[src/rtl/scan_chain_ctrl.sv]
// Multi-chain scan controller: unpacks FIFO words onto NUM_CHAINS chain heads, repacks tails into words.
// Optional functional-capture cycle before shifting is enabled by defining SCAN_CAPTURE_EN.
module scan_chain_ctrl #(
  parameter int DATA_WIDTH = 32,
  parameter int NUM_CHAINS = 4,
  parameter int LEN_WIDTH  = 16,
  parameter int DIV_WIDTH  = 8
) (
  input  logic                  aclk,
  input  logic                  areset,
  input  logic                  start,
  input  logic                  abort,
  input  logic [LEN_WIDTH-1:0]  length,
  input  logic [DIV_WIDTH-1:0]  div,
  input  logic                  capture,
  output logic                  busy,
  output logic                  done,
  input  logic [DATA_WIDTH-1:0] in_data,
  input  logic                  in_empty,
  output logic                  in_rd_en,
  output logic [DATA_WIDTH-1:0] out_data,
  output logic                  out_wr_en,
  input  logic                  out_almost_full,
  input  logic [NUM_CHAINS-1:0] scan_output,
  output logic [NUM_CHAINS-1:0] scan_input,
  output logic                  scan_enable,
  output logic                  scan_ck_enable
);
  localparam int S     = DATA_WIDTH / NUM_CHAINS;
  localparam int IDX_W = (S > 1) ? $clog2(S) : 1;
  localparam logic [IDX_W-1:0] LAST_IDX = IDX_W'(S - 1);

  typedef enum logic [2:0] {
    ST_IDLE,
    ST_LOAD,
    ST_SHIFT,
    ST_WRITE,
`ifdef SCAN_CAPTURE_EN
    ST_CAPTURE,
`endif
    ST_DONE
  } state_t;

  state_t                r_state;
  logic [LEN_WIDTH-1:0]  r_len;
  logic [DIV_WIDTH-1:0]  r_div;
  logic [DIV_WIDTH-1:0]  r_div_cnt;
  logic [LEN_WIDTH:0]    r_cnt;
  logic [IDX_W-1:0]      r_idx;
  logic [DATA_WIDTH-1:0] r_in_word;
  logic [DATA_WIDTH-1:0] r_out_word;
  logic [DATA_WIDTH-1:0] r_out_data;
  logic [NUM_CHAINS-1:0] r_scan_in;
  logic r_busy, r_done, r_rd_en, r_wr_en, r_scan_en, r_ck_en;

  logic [LEN_WIDTH:0]    w_cnt_inc;
  logic                  w_last_bit;
  logic                  w_cnt_done;
  logic [DIV_WIDTH-1:0]  w_div_inc;
  logic [DATA_WIDTH-1:0] w_out_next;

  assign w_cnt_inc  = r_cnt + 1'b1;
  assign w_last_bit = (w_cnt_inc == {1'b0, r_len});
  assign w_cnt_done = (r_cnt == {1'b0, r_len});
  assign w_div_inc  = r_div_cnt + 1'b1;

  // Tail bits land in the current shift slot; the pulse edge is when they are captured.
  always_comb begin
    w_out_next = r_out_word;
    w_out_next[int'(r_idx) * NUM_CHAINS +: NUM_CHAINS] = scan_output;
  end

`ifndef SCAN_CAPTURE_EN
  logic w_unused_capture;
  assign w_unused_capture = capture;
`endif

  // Strobes are registered one cycle ahead: FIFO empty/full flags are sampled on the edge
  // that enters LOAD/WRITE so the pop/push lands in the very next cycle.
  always_ff @(posedge aclk) begin
    if (areset) begin
      r_state    <= ST_IDLE;
      r_len      <= '0;
      r_div      <= '0;
      r_div_cnt  <= '0;
      r_cnt      <= '0;
      r_idx      <= '0;
      r_in_word  <= '0;
      r_out_word <= '0;
      r_out_data <= '0;
      r_scan_in  <= '0;
      r_busy     <= 1'b0;
      r_done     <= 1'b0;
      r_rd_en    <= 1'b0;
      r_wr_en    <= 1'b0;
      r_scan_en  <= 1'b0;
      r_ck_en    <= 1'b0;
    end else if (abort && r_state != ST_IDLE) begin
      r_state    <= ST_IDLE;
      r_out_data <= '0;
      r_scan_in  <= '0;
      r_busy     <= 1'b0;
      r_done     <= 1'b0;
      r_rd_en    <= 1'b0;
      r_wr_en    <= 1'b0;
      r_scan_en  <= 1'b0;
      r_ck_en    <= 1'b0;
    end else begin
      case (r_state)
        ST_IDLE: begin
          if (start) begin
            r_len  <= length;
            r_div  <= div;
            r_cnt  <= '0;
            r_busy <= 1'b1;
`ifdef SCAN_CAPTURE_EN
            if (capture) begin
              r_state <= ST_CAPTURE;
              r_ck_en <= 1'b1;
            end else
`endif
            if (length == '0) begin
              r_state <= ST_DONE;
            end else begin
              r_state   <= ST_LOAD;
              r_scan_en <= 1'b1;
              r_rd_en   <= !in_empty;
            end
          end
        end
`ifdef SCAN_CAPTURE_EN
        ST_CAPTURE: begin
          r_ck_en <= 1'b0;
          if (r_len == '0) begin
            r_state <= ST_DONE;
            r_done  <= 1'b1;
          end else begin
            r_state   <= ST_LOAD;
            r_scan_en <= 1'b1;
            r_rd_en   <= !in_empty;
          end
        end
`endif
        ST_LOAD: begin
          if (r_rd_en) begin
            r_rd_en    <= 1'b0;
            r_scan_in  <= in_data[NUM_CHAINS-1:0];
            r_in_word  <= in_data >> NUM_CHAINS;
            r_out_word <= '0;
            r_idx      <= '0;
            r_div_cnt  <= '0;
            r_ck_en    <= (r_div == '0);
            r_state    <= ST_SHIFT;
          end else if (!in_empty) begin
            r_rd_en <= 1'b1;
          end
        end
        ST_SHIFT: begin
          if (r_ck_en) begin
            r_out_word <= w_out_next;
            r_cnt      <= w_cnt_inc;
            if (r_idx == LAST_IDX || w_last_bit) begin
              r_state    <= ST_WRITE;
              r_ck_en    <= 1'b0;
              r_out_data <= w_out_next;
              r_wr_en    <= !out_almost_full;
            end else begin
              r_idx     <= r_idx + 1'b1;
              r_scan_in <= r_in_word[NUM_CHAINS-1:0];
              r_in_word <= r_in_word >> NUM_CHAINS;
              r_div_cnt <= '0;
              r_ck_en   <= (r_div == '0);
            end
          end else begin
            r_div_cnt <= w_div_inc;
            r_ck_en   <= (w_div_inc == r_div);
          end
        end
        ST_WRITE: begin
          if (r_wr_en) begin
            r_wr_en <= 1'b0;
            if (w_cnt_done) begin
              r_state   <= ST_DONE;
              r_done    <= 1'b1;
              r_scan_en <= 1'b0;
            end else begin
              r_state <= ST_LOAD;
              r_rd_en <= !in_empty;
            end
          end else if (!out_almost_full) begin
            r_wr_en <= 1'b1;
          end
        end
        ST_DONE: begin
          // Zero-length jobs arrive with done still low and raise it here.
          if (r_done) begin
            r_done  <= 1'b0;
            r_busy  <= 1'b0;
            r_state <= ST_IDLE;
          end else begin
            r_done <= 1'b1;
          end
        end
        default: r_state <= ST_IDLE;
      endcase
    end
  end

  assign busy           = r_busy;
  assign done           = r_done;
  assign in_rd_en       = r_rd_en;
  assign out_data       = r_out_data;
  assign out_wr_en      = r_wr_en;
  assign scan_input     = r_scan_in;
  assign scan_enable    = r_scan_en;
  assign scan_ck_enable = r_ck_en;
endmodule

[config.mk]
export PLATFORM = sky130hd
export DESIGN_NAME = scan_chain_ctrl
export DESIGN_NICKNAME = d
export VERILOG_FILES = /design/src/rtl/scan_chain_ctrl.sv
export SDC_FILE = /design/constraint.sdc
export NUM_CORES = 1
export LEC_CHECK = 0
export ABC_AREA = 1
export BUFFER_PORTS_ARGS = -buffer_cell sky130_fd_sc_hd__buf_2
export CAP_MARGIN = 20
export CELL_PAD_IN_SITES_DETAIL_PLACEMENT = 0
export CELL_PAD_IN_SITES_GLOBAL_PLACEMENT = 1
export CORE_ASPECT_RATIO = 0.9
export CORE_MARGIN = 2
export CORE_UTILIZATION = 40
export DETAILED_ROUTE_END_ITERATION = 6
export PLACE_DENSITY_LB_ADDON = 0.08
export SYNTH_ARGS = -nofsm -noshare
export SYNTH_HDL_FRONTEND = slang
export SYNTH_SLANG_ARGS = --single-unit
[constraint.sdc]
create_clock -name aclk -period 5.3 [get_ports aclk]
set_input_delay 0.53 -clock aclk [delete_from_list [all_inputs] [get_ports aclk]]
set_output_delay 0.53 -clock aclk [all_outputs]
set_load 0.05 [all_outputs]
* Word level (Yosys, flattened, before mapping)
Index checks and enable logic that the tools add are counted.
** Storage, ports and cells
- Flip-flop bits (word level) :: 161
- Output and inout bits :: 42
- Input port bits :: 67
** Operators by class
- Reduce and logical (&&, ||, !) cells :: 30
- Shift-type cells :: 2
- Eq/ne operators :: 19
- Bitwise logic cells :: 1
- Multiplexer cells :: 60
- Add/sub/neg operators :: 4
** Operators by type and width (number)
- 32-bit two-way mux :: 5
- 32-bit case mux with 2 select lines :: 2
- 17-bit by 16-bit == test with 1-bit output :: 2
- 17-bit two-way mux :: 2
- 17-bit case mux with 2 select lines :: 1
- 3-bit two-way mux :: 11
- 5-bit negator with 33-bit output :: 1
- 4-bit by 33-bit variable shift with 32-bit output (first input constant) :: 1
- 4-bit by 33-bit variable part select with 32-bit output :: 1
- 32-bit bitwise mux :: 1
- 8-bit two-way mux :: 3
- 1-bit two-way mux :: 22
- 2-bit != test (second input constant) :: 10
- 17-bit by 1-bit adder with 17-bit output (second input constant) :: 1
- 16-bit zero test :: 1
- 8-bit case mux with 2 select lines :: 1
- 4-bit AND reduction :: 4
- 3-bit case mux with 5 select lines :: 1
- 3-bit AND reduction :: 5
- 5-bit AND reduction :: 3
- 4-bit two-way mux :: 3
- 2-bit nonzero test :: 6
- 1-bit case mux with 2 select lines :: 5
- 8-bit by 1-bit adder with 8-bit output (second input constant) :: 1
- other kinds (19) :: 23

* Logic depth before layout (Yosys ltp)
- Depth after elaboration :: 6
- Depth in mapped cells :: 20

* Worst setup path before layout
OpenSTA, ideal clock, no wires.
- Kind :: register to register
- Start :: register r_cnt[1]
- End :: register r_out_data[3], in the netlist out_data[3]
- Setup slack :: 3.108 ns
- Stages on the path, launching flop included :: 17
- Period minus slack after synthesis :: 2.192 ns
- Library setup time :: 0.070 ns
- Arrival :: 2.121 ns
- Path through :: dfxtp_1 > ha_1 > nand2_2 > nor2_4 > nand2_2 > nor2_2 > nand2_1 > nand3_1 > nand2_1 > nor2_1 > nand3_2 > nand2_1 > nand3_2 > inv_2 > buf_2 > nand2_1 > a21oi_1
** On the way
- Word-level cells in the longest chain between the ends :: 4
** RTL lines
- start: declaration :: RTL line 48 : logic [LEN_WIDTH:0] r_cnt;
- start signal: assignment :: RTL line 161 : r_cnt <= w_cnt_inc;
- 17-bit by 1-bit adder with 17-bit output :: RTL line 62 : assign w_cnt_inc = r_cnt + 1'b1;
- 17-bit by 16-bit == test with 1-bit output :: RTL line 63 : assign w_last_bit = (w_cnt_inc == {1'b0, r_len});
- 1-bit logical OR :: RTL line 162 : if (r_idx == LAST_IDX || w_last_bit) begin
- 3-bit AND reduction (no source line)
- end signal: assignment :: RTL line 165 : r_out_data <= w_out_next;
- end: declaration :: RTL line 52 : logic [DATA_WIDTH-1:0] r_out_data;
Every way passes these cells.
A chain may end at the register's enable or synchronous reset.

* Final worst setup path
- Start :: register r_cnt[1]
- End :: register r_out_data[0], in the netlist out_data[0]
The elaborated chain is that of the path after synthesis.

==> results.py <==
metrics = {
    "logic_synthesis": {
        "ys_seq_area_share_pct": 39.2,
        "yosysMostFrequentCell": "nand2_1",
        "syn_inst": 1256,
        "synth_flop_cell": "dfxtp_1",
        "synth_cell_types": 35,
        "synth-seq-cells": 157,
        "synthArstFlopShare_pct": 0,
        "yosys.area.top_type": "dfxtp_1",
        "avgSynthCellArea_um2": 6.38,
        "synth_area_leaders": "dfxtp_1, nand2_1, a21oi_1",
        "synth_nets": 1329,
        "yosys_warnings": 0,
        "synth_top_area_share_pct": 39.2,
        "synth_edf_count": 0,
        "synth_commonest_cells": "nand2_1, dfxtp_1, nor2_1",
        "synthesis.area_um2": 8010,
    },
    "worst_setup_path": {
        "critPathBufInv": 2,
        "cp_data_arrival_time_ns": 3.88,
        "critPathSlowestCell": "inv_2",
        "worstSetupStartpointType": "register",
        "crit_fanout": 35,
        "cp-end-kind": "register",
        "path_class": "register to register",
        "critPathMaxStageDelay_ns": 0.74,
        "crit_required_ns": 5.68,
        "path_delay_family": "simple AND/OR/NAND/NOR gates",
        "cpMostUsedCell": "nand2_1",
        "r2r_slack_ns": 1.80,
        "crit_chain": "ha_1 -> nand2_2 -> nor2_4 -> nand2_2 -> inv_2 -> nand4_1 -> nand2_1 -> nand2_1 -> nor2_1 -> nand3_2 -> nand2_1 -> nand3_2 -> inv_2 -> nand2_1 -> a21oi_1",
    },
    "die": {
        "initial_core_util_pct": 40.4,
        "die_h_um": 138,
        "dieArea_um2": 21200,
        "row_count": 49,
        "ioPinCount": 109,
        "core_area_um2": 19800,
        "die_x_um": 153,
    },
    "grt": {
        "antenna_found_initial": 0,
        "grt_util_met3_pct": 3.92,
        "met2_usage_pct": 31.5,
        "grt-ovfl-total": 0,
        "grt_max_degree": 62,
        "use_met1_pct": 30.6,
        "grt_pass1_wl_mm": 36.1,
        "first_global_vias": 7183,
        "top_usage_layer": "met2",
        "grt_usage_pct": 20.9,
    },
    "status": {
        "status": "complete, no violations",
    },
    "timing": {
        "tightestPinTransition_ns": 0.870,
        "finClkSkew_ns": 0.00926,
        "tns_ns": 0,
        "slew_headroom_pct": 41.5,
        "report.final.slew_viol_count": 0,
        "hold_violations": 0,
        "period_share_pct": 66.0,
        "fin_hold_ws_ns": 0.356,
        "rsz0062_at_grt": "false",
        "min_period_ns": 3.50,
        "setup_viol": 0,
        "max_freq_mhz": 286,
    },
    "clocking": {
        "numCtsBuffers": 17,
        "cts_tree": "done",
        "htree_levels": 4,
        "clock_sinks": 157,
        "cts_root_buffer": "clkbuf_16",
        "post_cts_resize_count": 0,
        "cts_buffer_depth": 2,
        "cts.clk_slew.worst_paths_ns": 0.07,
        "cts_setup_buffers": 0,
        "ctsHoldBuffers": 0,
        "clk_latency_ns": 0.44,
    },
    "detailed_routing": {
        "drt-total-wl_mm": 21.9,
        "vias_per_cell": 4.81,
        "first_pass_iters": 5,
        "drc_errors": 0,
        "first_iter_violations": 456,
        "vias": 7736,
        "wire_per_inst_um": 13.6,
        "drt.antenna.violating_nets": 0,
    },
    "place": {
        "postPlaceCellArea_um2": 8700,
        "portBuffers": 107,
        "hpwl_mm": 15.1,
        "gp_congestion": 0.854,
    },
    "layout": {
        "final_core_util_pct": 47.2,
        "seq_area_um2": 3140,
        "n_antenna_cell": 0,
        "final_nets": 1413,
        "multi_input_area_um2": 4120,
        "fill_cells": 2141,
        "drive_gt1_share_pct": 13.4,
        "finish.instance_area_um2": 9340,
        "area_delta_synth_final_pct": 16.6,
    },
    "power": {
        "ir_drop_uv": 270,
        "powerDensity_nw_per_um2": 489,
        "power.leakage_nw": 4.12,
        "power_mw": 4.57,
    },
    "min_path": {
        "hp-class": "primary input to register",
    },
    "job": {
        "maxCapViolations": 0,
    },
}
==> final timing paths <==
check	from	endpoint	cells past startpoint
setup reg to reg	r_cnt[1]	out_data[0]	15
setup / recovery	r_cnt[1]	out_data[0]	15
hold / removal	div[2]	r_div[2]	3
hold reg to reg	out_data[23]	out_data[23]	2
==> state kept, by name, summed over array words and instances (netlist names) <==
register,flops
out_data,32
r_out_word,32
r_in_word,28
r_cnt,17
r_len,16
r_div,8
r_div_cnt,8
scan_input,4
r_idx,3
r_state,3
busy,1
done,1
in_rd_en,1
out_wr_en,1
scan_ck_enable,1
scan_enable,1
==> metrics by stage <==
stage / setup slack, ns / cells
final: 1.80 / 1608
after CTS: 1.72 / 1607
after floorplan: 3.11 / 1256
after global routing: 1.34 / 1608
after global placement: 1.71 / 1575
after detailed placement: 1.75 / 1575
==> logic make-up after synthesis <==
family          after synthesis  share of synthesized area, %
xor+xnor                     18                          1.97
simple gates                661                          34.0
flops                       157                          39.2
buf+inv                     186                          9.26
compound gates              228                          14.6
fa+ha+maj                     6                         0.937
==> layout make-up <==
class / count / area share (%)
Timing Repair Buffer: 118 / 6.83
Multi-Input combinational cell: 913 / 44.2
Tap cell: 255 / 3.42
Clock inverter: 15 / 2.04
Inverter: 133 / 5.35
Sequential cell: 157 / 33.7
Clock buffer: 17 / 4.56
==> where the power goes <==
group	switching, mW	internal (mW)
clock network	0.590	0.724
registers	0.110	1.40
logic	1.24	0.509
total	1.94	2.63
==> placed cells by master, fill, tap and decap left out, types with 2 or more instances in the layout <==
cell type / n
nand2_1: 425
dfxtp_1: 157
nor2_1: 134
a21oi_1: 130
inv_1: 124
buf_2: 107
o21ai_0: 85
nand3_1: 44
nand4_1: 19
clkbuf_16: 17
xor2_1: 11
nor3_1: 10
buf_4: 10
inv_2: 8
xnor2_1: 7
inv_8: 7
ha_1: 6
nand2_2: 5
nor2_2: 5
nand3_2: 5
nor4_1: 5
inv_6: 5
nor2_4: 4
o22ai_1: 4
a31oi_1: 3
or2_2: 2
o21a_1: 2
bufinv_16: 2
==> worst register-to-register path, stage by stage, from the launching register on <==
cell	delay, ns
dfxtp_1	0.46
ha_1	0.25
nand2_2	0.11
nor2_4	0.18
nand2_2	0.12
inv_2	0.09
nand4_1	0.10
nand2_1	0.09
nand2_1	0.06
nor2_1	0.12
nand3_2	0.13
nand2_1	0.11
nand3_2	0.55
inv_2	0.75
nand2_1	0.16
a21oi_1	0.15
==> layer usage <==
metal | routed length (µm) | share of wire [%]
met4 | 243 | 1.1
met5 | 0 | 0
met2 | 9100 | 42
met1 | 11700 | 54
met3 | 792 | 3.6
Power figures use the tool's default switching activity.
